<file path="src/rtl/energy_accum_stream_pkg.sv">
// Shared types, width helpers and the saturation function for the energy accumulator.
// Also used by the metric blocks that reuse cplx_mag_sq.
package energy_accum_pkg;

    typedef enum logic [1:0] {
        IDLE = 2'd0,
        ACC  = 2'd1,
        HOLD = 2'd2
    } state_e;

    // The saturation helper uses fixed maximum widths so that one function serves every N.
    localparam int SAT_MAX_W = 64;
    localparam int ACC_MAX_W = 160;

    function automatic int acc_w(input int n, input int max_len);
        return 2 * n + 1 + $clog2(max_len + 1);
    endfunction

    function automatic int sq_w(input int n, input int q);
        return 2 * n - q;
    endfunction

    // Returns {sat flag, value}; the value sits in the low n bits.
    function automatic logic [SAT_MAX_W:0] sat_to_n(input logic [ACC_MAX_W-1:0] acc, input int n);
        logic [ACC_MAX_W-1:0] lim;
        lim = (ACC_MAX_W'(1) << (n - 1)) - ACC_MAX_W'(1);
        if (acc > lim) begin
            return {1'b1, lim[SAT_MAX_W-1:0]};
        end else begin
            return {1'b0, acc[SAT_MAX_W-1:0]};
        end
    endfunction

endpackage

</file>
<file path="src/rtl/energy_accum_stream_if.sv">
// Sample-in / energy-out handshake bundle of the energy accumulator.
interface energy_accum_stream_if #(
    parameter int N     = 16,
    parameter int LEN_W = 5
) ();
    logic                in_valid;
    logic                in_ready;
    logic signed [N-1:0] in_real;
    logic signed [N-1:0] in_im;
    logic                in_last;
    logic                out_valid;
    logic                out_ready;
    logic [N-1:0]        out_data;
    logic                out_sat;
    logic [LEN_W-1:0]    out_count;

    modport master (
        output in_valid, in_real, in_im, in_last, out_ready,
        input  in_ready, out_valid, out_data, out_sat, out_count
    );

    modport slave (
        input  in_valid, in_real, in_im, in_last, out_ready,
        output in_ready, out_valid, out_data, out_sat, out_count
    );
endinterface

</file>
<file path="src/rtl/cplx_mag_sq.sv">
// Combinational |x|^2 in Q format: (re^2 >>> Q) + (im^2 >>> Q), squares taken at 2N bits.
module cplx_mag_sq #(
    parameter int Q = 8,
    parameter int N = 16
) (
    input  logic signed [N-1:0]   in_real,
    input  logic signed [N-1:0]   in_im,
    output logic [2*N-Q:0]        mag_sq
);
    localparam int E_W = 2 * N - Q + 1;

    logic signed [2*N-1:0] prod_r_s;
    logic signed [2*N-1:0] prod_i_s;

    // -2^(N-1) squared is 2^(2N-2), which still fits the signed 2N-bit product.
    assign prod_r_s = in_real * in_real;
    assign prod_i_s = in_im * in_im;
    assign mag_sq   = E_W'(prod_r_s >>> Q) + E_W'(prod_i_s >>> Q);
endmodule

</file>
<file path="src/rtl/energy_accum_stream.sv">
// Streaming |h|^2 block accumulator: sums 1..MAX_LEN samples and emits one saturated energy per block.
module energy_accum_stream
    import energy_accum_pkg::*;
#(
    parameter int Q       = 8,
    parameter int N       = 16,
    parameter int MAX_LEN = 16,
    parameter int LEN_W   = $clog2(MAX_LEN + 1)
) (
    input  logic             clk,
    input  logic             rst,
    input  logic             flush,
    input  logic [LEN_W-1:0] cfg_len,
    output logic             cfg_err,
    energy_accum_stream_if.slave s
);
    localparam int ACC_W = acc_w(N, MAX_LEN);
    localparam int E_W   = sq_w(N, Q) + 1;

    state_e             state_q, state_d;
    logic [ACC_W-1:0]   acc_q, acc_d;
    logic [LEN_W-1:0]   cnt_q, cnt_d;
    logic [LEN_W-1:0]   len_q, len_d;
    logic               out_valid_q, out_valid_d;
    logic [N-1:0]       out_data_q, out_data_d;
    logic               out_sat_q, out_sat_d;
    logic [LEN_W-1:0]   out_count_q, out_count_d;
    logic               cfg_err_q, cfg_err_d;

    logic [E_W-1:0]     e_s;
    logic               in_ready_s;
    logic               accept_s;
    logic               cfg_bad_s;
    logic               enter_hold_s;
    logic [SAT_MAX_W:0] sat_v_s;

    cplx_mag_sq #(.Q(Q), .N(N)) u_mag_sq (
        .in_real (s.in_real),
        .in_im   (s.in_im),
        .mag_sq  (e_s)
    );

    assign in_ready_s = (state_q != HOLD);
    assign accept_s   = s.in_valid & in_ready_s;
    assign cfg_bad_s  = (cfg_len == {LEN_W{1'b0}}) || (cfg_len > LEN_W'(MAX_LEN));

    // Next-state, accumulator/counter update and HOLD-entry result capture.
    always_comb begin
        state_d      = state_q;
        acc_d        = acc_q;
        cnt_d        = cnt_q;
        len_d        = len_q;
        out_valid_d  = out_valid_q;
        out_data_d   = out_data_q;
        out_sat_d    = out_sat_q;
        out_count_d  = out_count_q;
        cfg_err_d    = 1'b0;
        enter_hold_s = 1'b0;
        sat_v_s      = {(SAT_MAX_W+1){1'b0}};
        if (flush) begin
            state_d     = IDLE;
            acc_d       = {ACC_W{1'b0}};
            cnt_d       = {LEN_W{1'b0}};
            out_valid_d = 1'b0;
        end else begin
            case (state_q)
                IDLE: begin
                    if (accept_s) begin
                        len_d     = cfg_bad_s ? LEN_W'(MAX_LEN) : cfg_len;
                        cfg_err_d = cfg_bad_s;
                        acc_d     = ACC_W'(e_s);
                        cnt_d     = LEN_W'(1);
                        if ((len_d == LEN_W'(1)) || s.in_last) begin
                            state_d      = HOLD;
                            enter_hold_s = 1'b1;
                        end else begin
                            state_d = ACC;
                        end
                    end else begin
                        state_d = IDLE;
                    end
                end
                ACC: begin
                    if (accept_s) begin
                        acc_d = acc_q + ACC_W'(e_s);
                        cnt_d = cnt_q + LEN_W'(1);
                        if ((cnt_d == len_q) || s.in_last) begin
                            state_d      = HOLD;
                            enter_hold_s = 1'b1;
                        end else begin
                            state_d = ACC;
                        end
                    end else begin
                        state_d = ACC;
                    end
                end
                HOLD: begin
                    if (s.out_ready) begin
                        state_d     = IDLE;
                        acc_d       = {ACC_W{1'b0}};
                        cnt_d       = {LEN_W{1'b0}};
                        out_valid_d = 1'b0;
                    end else begin
                        out_valid_d = 1'b1;
                    end
                end
                default: begin
                    state_d     = IDLE;
                    acc_d       = {ACC_W{1'b0}};
                    cnt_d       = {LEN_W{1'b0}};
                    out_valid_d = 1'b0;
                end
            endcase
        end
        if (enter_hold_s) begin
            sat_v_s     = sat_to_n(ACC_MAX_W'(acc_d), N);
            out_data_d  = N'(sat_v_s);
            out_sat_d   = sat_v_s[SAT_MAX_W];
            out_count_d = cnt_d;
            out_valid_d = 1'b1;
        end else begin
            out_count_d = out_count_d;
        end
    end

    // State, datapath and output registers.
    always_ff @(posedge clk or posedge rst) begin
        if (rst) begin
            state_q     <= IDLE;
            acc_q       <= {ACC_W{1'b0}};
            cnt_q       <= {LEN_W{1'b0}};
            len_q       <= {LEN_W{1'b0}};
            out_valid_q <= 1'b0;
            out_data_q  <= {N{1'b0}};
            out_sat_q   <= 1'b0;
            out_count_q <= {LEN_W{1'b0}};
            cfg_err_q   <= 1'b0;
        end else begin
            state_q     <= state_d;
            acc_q       <= acc_d;
            cnt_q       <= cnt_d;
            len_q       <= len_d;
            out_valid_q <= out_valid_d;
            out_data_q  <= out_data_d;
            out_sat_q   <= out_sat_d;
            out_count_q <= out_count_d;
            cfg_err_q   <= cfg_err_d;
        end
    end

    assign s.in_ready  = in_ready_s;
    assign s.out_valid = out_valid_q;
    assign s.out_data  = out_data_q;
    assign s.out_sat   = out_sat_q;
    assign s.out_count = out_count_q;
    assign cfg_err     = cfg_err_q;
endmodule

</file>
<file path="src/flat_wrapper.sv">
// flat-port wrapper written by rule: the top's interface ports become plain ports
module energy_accum_stream_flat import energy_accum_pkg::*;
#(
    parameter int Q       = 8,
    parameter int N       = 16,
    parameter int MAX_LEN = 16,
    parameter int LEN_W   = $clog2(MAX_LEN + 1)
)
  (clk, rst, flush, cfg_len, cfg_err, s_in_valid, s_in_real, s_in_im, s_in_last, s_out_ready, s_in_ready, s_out_valid, s_out_data, s_out_sat, s_out_count);
  energy_accum_stream_if #(.N(N), .LEN_W(LEN_W)) s_i ();
  input  logic clk;
  input  logic rst;
  input  logic flush;
  input  logic [LEN_W-1:0] cfg_len;
  output logic cfg_err;
  input wire logic [$bits(s_i.in_valid)-1:0] s_in_valid;
  input wire logic [$bits(s_i.in_real)-1:0] s_in_real;
  input wire logic [$bits(s_i.in_im)-1:0] s_in_im;
  input wire logic [$bits(s_i.in_last)-1:0] s_in_last;
  input wire logic [$bits(s_i.out_ready)-1:0] s_out_ready;
  output wire logic [$bits(s_i.in_ready)-1:0] s_in_ready;
  output wire logic [$bits(s_i.out_valid)-1:0] s_out_valid;
  output wire logic [$bits(s_i.out_data)-1:0] s_out_data;
  output wire logic [$bits(s_i.out_sat)-1:0] s_out_sat;
  output wire logic [$bits(s_i.out_count)-1:0] s_out_count;
  assign s_i.in_valid = s_in_valid;
  assign s_i.in_real = s_in_real;
  assign s_i.in_im = s_in_im;
  assign s_i.in_last = s_in_last;
  assign s_i.out_ready = s_out_ready;
  assign s_in_ready = s_i.in_ready;
  assign s_out_valid = s_i.out_valid;
  assign s_out_data = s_i.out_data;
  assign s_out_sat = s_i.out_sat;
  assign s_out_count = s_i.out_count;
  energy_accum_stream #(.Q(Q), .N(N), .MAX_LEN(MAX_LEN), .LEN_W(LEN_W)) u_core (.clk(clk), .rst(rst), .flush(flush), .cfg_len(cfg_len), .cfg_err(cfg_err), .s(s_i));
endmodule
</file>
<file path="config.mk">
export PLATFORM = sky130hd
export DESIGN_NAME = energy_accum_stream_flat
export DESIGN_NICKNAME = d
export VERILOG_FILES = /design/src/rtl/energy_accum_stream_pkg.sv /design/src/rtl/energy_accum_stream_if.sv /design/src/rtl/cplx_mag_sq.sv /design/src/rtl/energy_accum_stream.sv /design/src/flat_wrapper.sv
export SDC_FILE = /design/constraint.sdc
export NUM_CORES = 1
export LEC_CHECK = 0
export BUFFER_PORTS_ARGS = -buffer_cell sky130_fd_sc_hd__buf_4
export CAP_MARGIN = 0
export CORE_MARGIN = 10
export CORE_UTILIZATION = 28
export DETAILED_ROUTE_END_ITERATION = 10
export GPL_TIMING_DRIVEN = 1
export REMOVE_ABC_BUFFERS = 1
export SYNTH_ARGS = -nofsm -noshare
export SYNTH_HDL_FRONTEND = slang
export SYNTH_SLANG_ARGS = --single-unit
</file>
<file path="constraint.sdc">
create_clock -name clk -period 11 [get_ports clk]
set_clock_uncertainty 0.15 [all_clocks]
set_input_delay 1.1 -clock clk [delete_from_list [all_inputs] [get_ports clk]]
set_output_delay 1.1 -clock clk [all_outputs]
set_load 0.005 [all_outputs]
</file>
==> results.txt <==
In this run, synthesis inferred 0 flip-flops with an integrated enable. The die height works out to 313 um. In this run the most critical hold path is launched from u_core.len_q[0]. STA classifies the critical path startpoint as an input port. The count of buffers added on input and output ports is 67. The number of antenna violations at the first check in global routing is 2. The core region is 85,100 um^2. The number of instances in the synthesized netlist is 2,731. The overall fraction of global-route tracks in use came out at 0.126. In this run the worst path has a maximum fanout of 8. The relative slew slack was 0.328; the total negative slack for setup checks was 0 ps.

Maximum clock insertion buffer count: 2. The floorplan has 107 rows. The worst setup path is captured at a flop. Leaving out fill and tap cells, the most frequent cell in the layout is inv_1. Fmax: 92.9 MHz. Cell with the largest stage delay on the worst path: fa_1. The number of global-route vias before repair is 20,200. In this run the worst hold path is classified as flop to flop.

After layout, the minimum clock period comes to 10,770 ps. The run gives 24,000 um^2 as the synthesized cell area. In this run, CTS created clock tree buffers numbering 9. The tools report the starting density of the core as 0.282.

For the worst setup path, the data required time is 11,060 ps. The H-tree depth was 3. For the worst flop-to-flop path, the logic depth is 16. The buffer type at the clock tree root is clkbuf_16.

The number of hold violations in the final report came out at 0. The floorplan step set the die width to 313 um. The critical path in this run is classified as input port to flop.

The worst setup path startpoint was s_in_real[8]. The logs give 61.7 mm for the routed wire length and 98,000 um^2 for the die area. The tools report the number of endpoints failing setup at the final stage as 0. The run gives 0 as the number of remaining DRC errors. Across the run, the number of max-cap violations was 0. The routability-driven placement congestion ratio was 0.918; the clock latency reported for the late side of the worst-skew pair was 350 ps. For the worst setup path, the data arrival time is 10,830 ps. The total count of max-transition violations in the final report came out at 0. The run finished with clean final reports. The async set or reset register ratio after synthesis is 1.00, and the layout net count is 3,867. The first global-routing pass estimated 102 mm of wire.

The area growth from synthesis to layout was 23.8%. The number of distinct library cell variants in the gate-level netlist after synthesis is 78. On the worst path, the slowest cell contributes a delay of 560 ps. The layout cell share with drive strength beyond 1 is 0.207, and the ratio of final minimum period to clock period is 0.979.

The clock-pin transition on the worst setup and hold timing paths is 60 ps, and the minimum setup slack among reg-to-reg paths is 6570 ps. The top cell types in the final layout, fill and taps aside, are inv_1, fa_1, buf_4, nand2_1, ha_1. The count of state elements after synthesis is 74, and the number of vias after detailed routing is 19,300. Dominant register cell in the synthesized netlist: dfrtp_1. In this design, the critical path's most frequently occurring cell is fa_1.

The detailed-route vias per instance was 4.51. Pin placement for this block handled 68 I/O pins. The first detailed-routing pass ran for 5 iterations. The sequential element share of the synthesized area was 0.0770; the HPWL reported at the end of detailed placement was 53.2 mm. The repair_antennas step left the layout with diodes totalling 0. TritonCTS built the clock tree. After detailed routing, the average wire length per cell comes to 14.4 um.

Setup repair after global routing could not meet its margin everywhere. The total overflow left after global routing is 0. The critical path ends at u_core.s.out_data[2]. For this run, the number of Yosys warnings is 0.

Slew at the pin with the worst max-slew slack: 1010 ps. For this design, the sink count on the clock tree is 74. The tools report the violation count after the first detailed-route iteration as 925.

A synthesized cell averages 8.80 um^2. The worst register-to-register path ends at u_core.s.out_data[2]. Startpoint of the lowest-slack register-to-register path: u_core.acc_q[0].

The remaining number of nets flagged by the antenna check after routing was 0; the pin count of the biggest net entering global routing was 75.
-- through the flow --
stage	instances	util	area, um^2	setup WS, ps	hold slack, ps
2_1_floorplan	2661	-	23800	-151	319
3_3_place_gp	4219	0.333	28300	-395	321
3_5_place_dp	4219	0.333	28300	-430	334
4_1_cts	4237	0.337	28700	35.4	361
5_1_grt	4270	0.350	29800	-146	384
6_report	4270	0.350	29800	230	361
-- flip-flops by register name, summed over array words and instances, names as in the netlist --
name and flops:
u_core.s.out_data 16, u_core.cfg_err 1, u_core.s.out_count 5, u_core.state_q 2, u_core.cnt_q 5, u_core.s.out_valid 1
u_core.len_q 5, u_core.acc_q 38, u_core.s.out_sat 1
-- worst min path at each step --
stage / endpoint / cells after the start / slack (ps)
2_1_floorplan: u_core.len_q[1] / 2 / 320
3_3_place_gp: u_core.s.out_valid / 1 / 320
4_1_cts: u_core.s.out_valid / 1 / 360
6_report: u_core.len_q[0] / 2 / 360
3_5_place_dp: u_core.s.out_valid / 1 / 330
5_1_grt: u_core.s.out_count[0] / 1 / 380
-- logic make-up (layout without fill, tap and decap cells) --
group | Yosys count | after routing | share of synthesized area
AOI/OAI and AO/OA | 381 | 381 | 0.109
xor gates and xnor gates | 122 | 122 | 0.0444
adders and majority gates | 703 | 703 | 0.512
buffers and inverters | 764 | 1159 | 0.120
DFF | 74 | 74 | 0.0770
muxes | 20 | 20 | 0.00869
and+or+nand+nor | 667 | 667 | 0.129
-- synth_stat cells, types with 6 or more instances --
| cell | number | share of area |
|---|---|---|
| inv_1 | 692 | 0.11 |
| fa_1 | 468 | 0.39 |
| nand2_1 | 245 | 0.038 |
| ha_1 | 235 | 0.12 |
| nor2_1 | 181 | 0.028 |
| a21oi_1 | 97 | 0.020 |
| xnor2_1 | 90 | 0.033 |
| and2_1 | 82 | 0.021 |
| dfrtp_1 | 74 | 0.077 |
| o21ai_0 | 71 | 0.015 |
| clkbuf_1 | 64 | 0.010 |
| a21o_1 | 39 | 0.012 |
| xor2_1 | 32 | 0.012 |
| nor3_1 | 31 | 0.0065 |
| nand3_1 | 27 | 0.0056 |
| nand2b_1 | 22 | 0.0057 |
| o21a_1 | 20 | 0.0062 |
| nor2b_1 | 18 | 0.0047 |
| a31oi_1 | 17 | 0.0044 |
| and3_1 | 15 | 0.0039 |
| o211ai_1 | 15 | 0.0047 |
| a211oi_1 | 13 | 0.0041 |
| mux2i_1 | 13 | 0.0054 |
| o21bai_1 | 11 | 0.0034 |
| a31o_2 | 10 | 0.0036 |
| nand4_1 | 9 | 0.0023 |
| a41oi_1 | 8 | 0.0029 |
| or3_1 | 8 | 0.0021 |
| mux2_2 | 7 | 0.0033 |
| a41o_1 | 6 | 0.0025 |
-- final cells by class --
class | count | area [um^2]
fillers | 8809 | 55400
multi-input cells | 1893 | 20100
repair buffers | 449 | 3510
inverters | 694 | 2610
flip-flops and latches | 74 | 1850
well taps | 1144 | 1430
clock buffers | 9 | 225
clock inverters | 7 | 77.6
-- critical path, delay by kind of cell --
kind | cells | cell delay (ps)
xor gates and xnor gates | 2 | 330
adders and majority gates | 9 | 3810
and+or+nand+nor | 10 | 1420
AOI/OAI and AO/OA | 14 | 3110
buffers and inverters | 10 | 1040
-- routing by layer --
| layer | GRT usage | vias up | part of all wire |
|---|---|---|---|
| met1 | 0.174 | 9644 | 0.46 |
| met3 | 0.0152 | 52 | 0.042 |
| met2 | 0.211 | 325 | 0.48 |
| met4 | 0.0195 | 2 | 0.015 |
| met5 | 0 | - | 0.00016 |
| li1 | - | 9233 | - |
-- timing repair --
action	4_1_cts	5_1_grt
gates cloned	0	2
gates resized for setup	7	189
buffers inserted	2	31
setup endpoints to repair	16	17
pin swaps	4	97
hold endpoints to repair	0	0
hold buffers	0	0
Power is not shown: default switching activity piles up to over one toggle a cycle in this logic, so the estimate is an artifact.
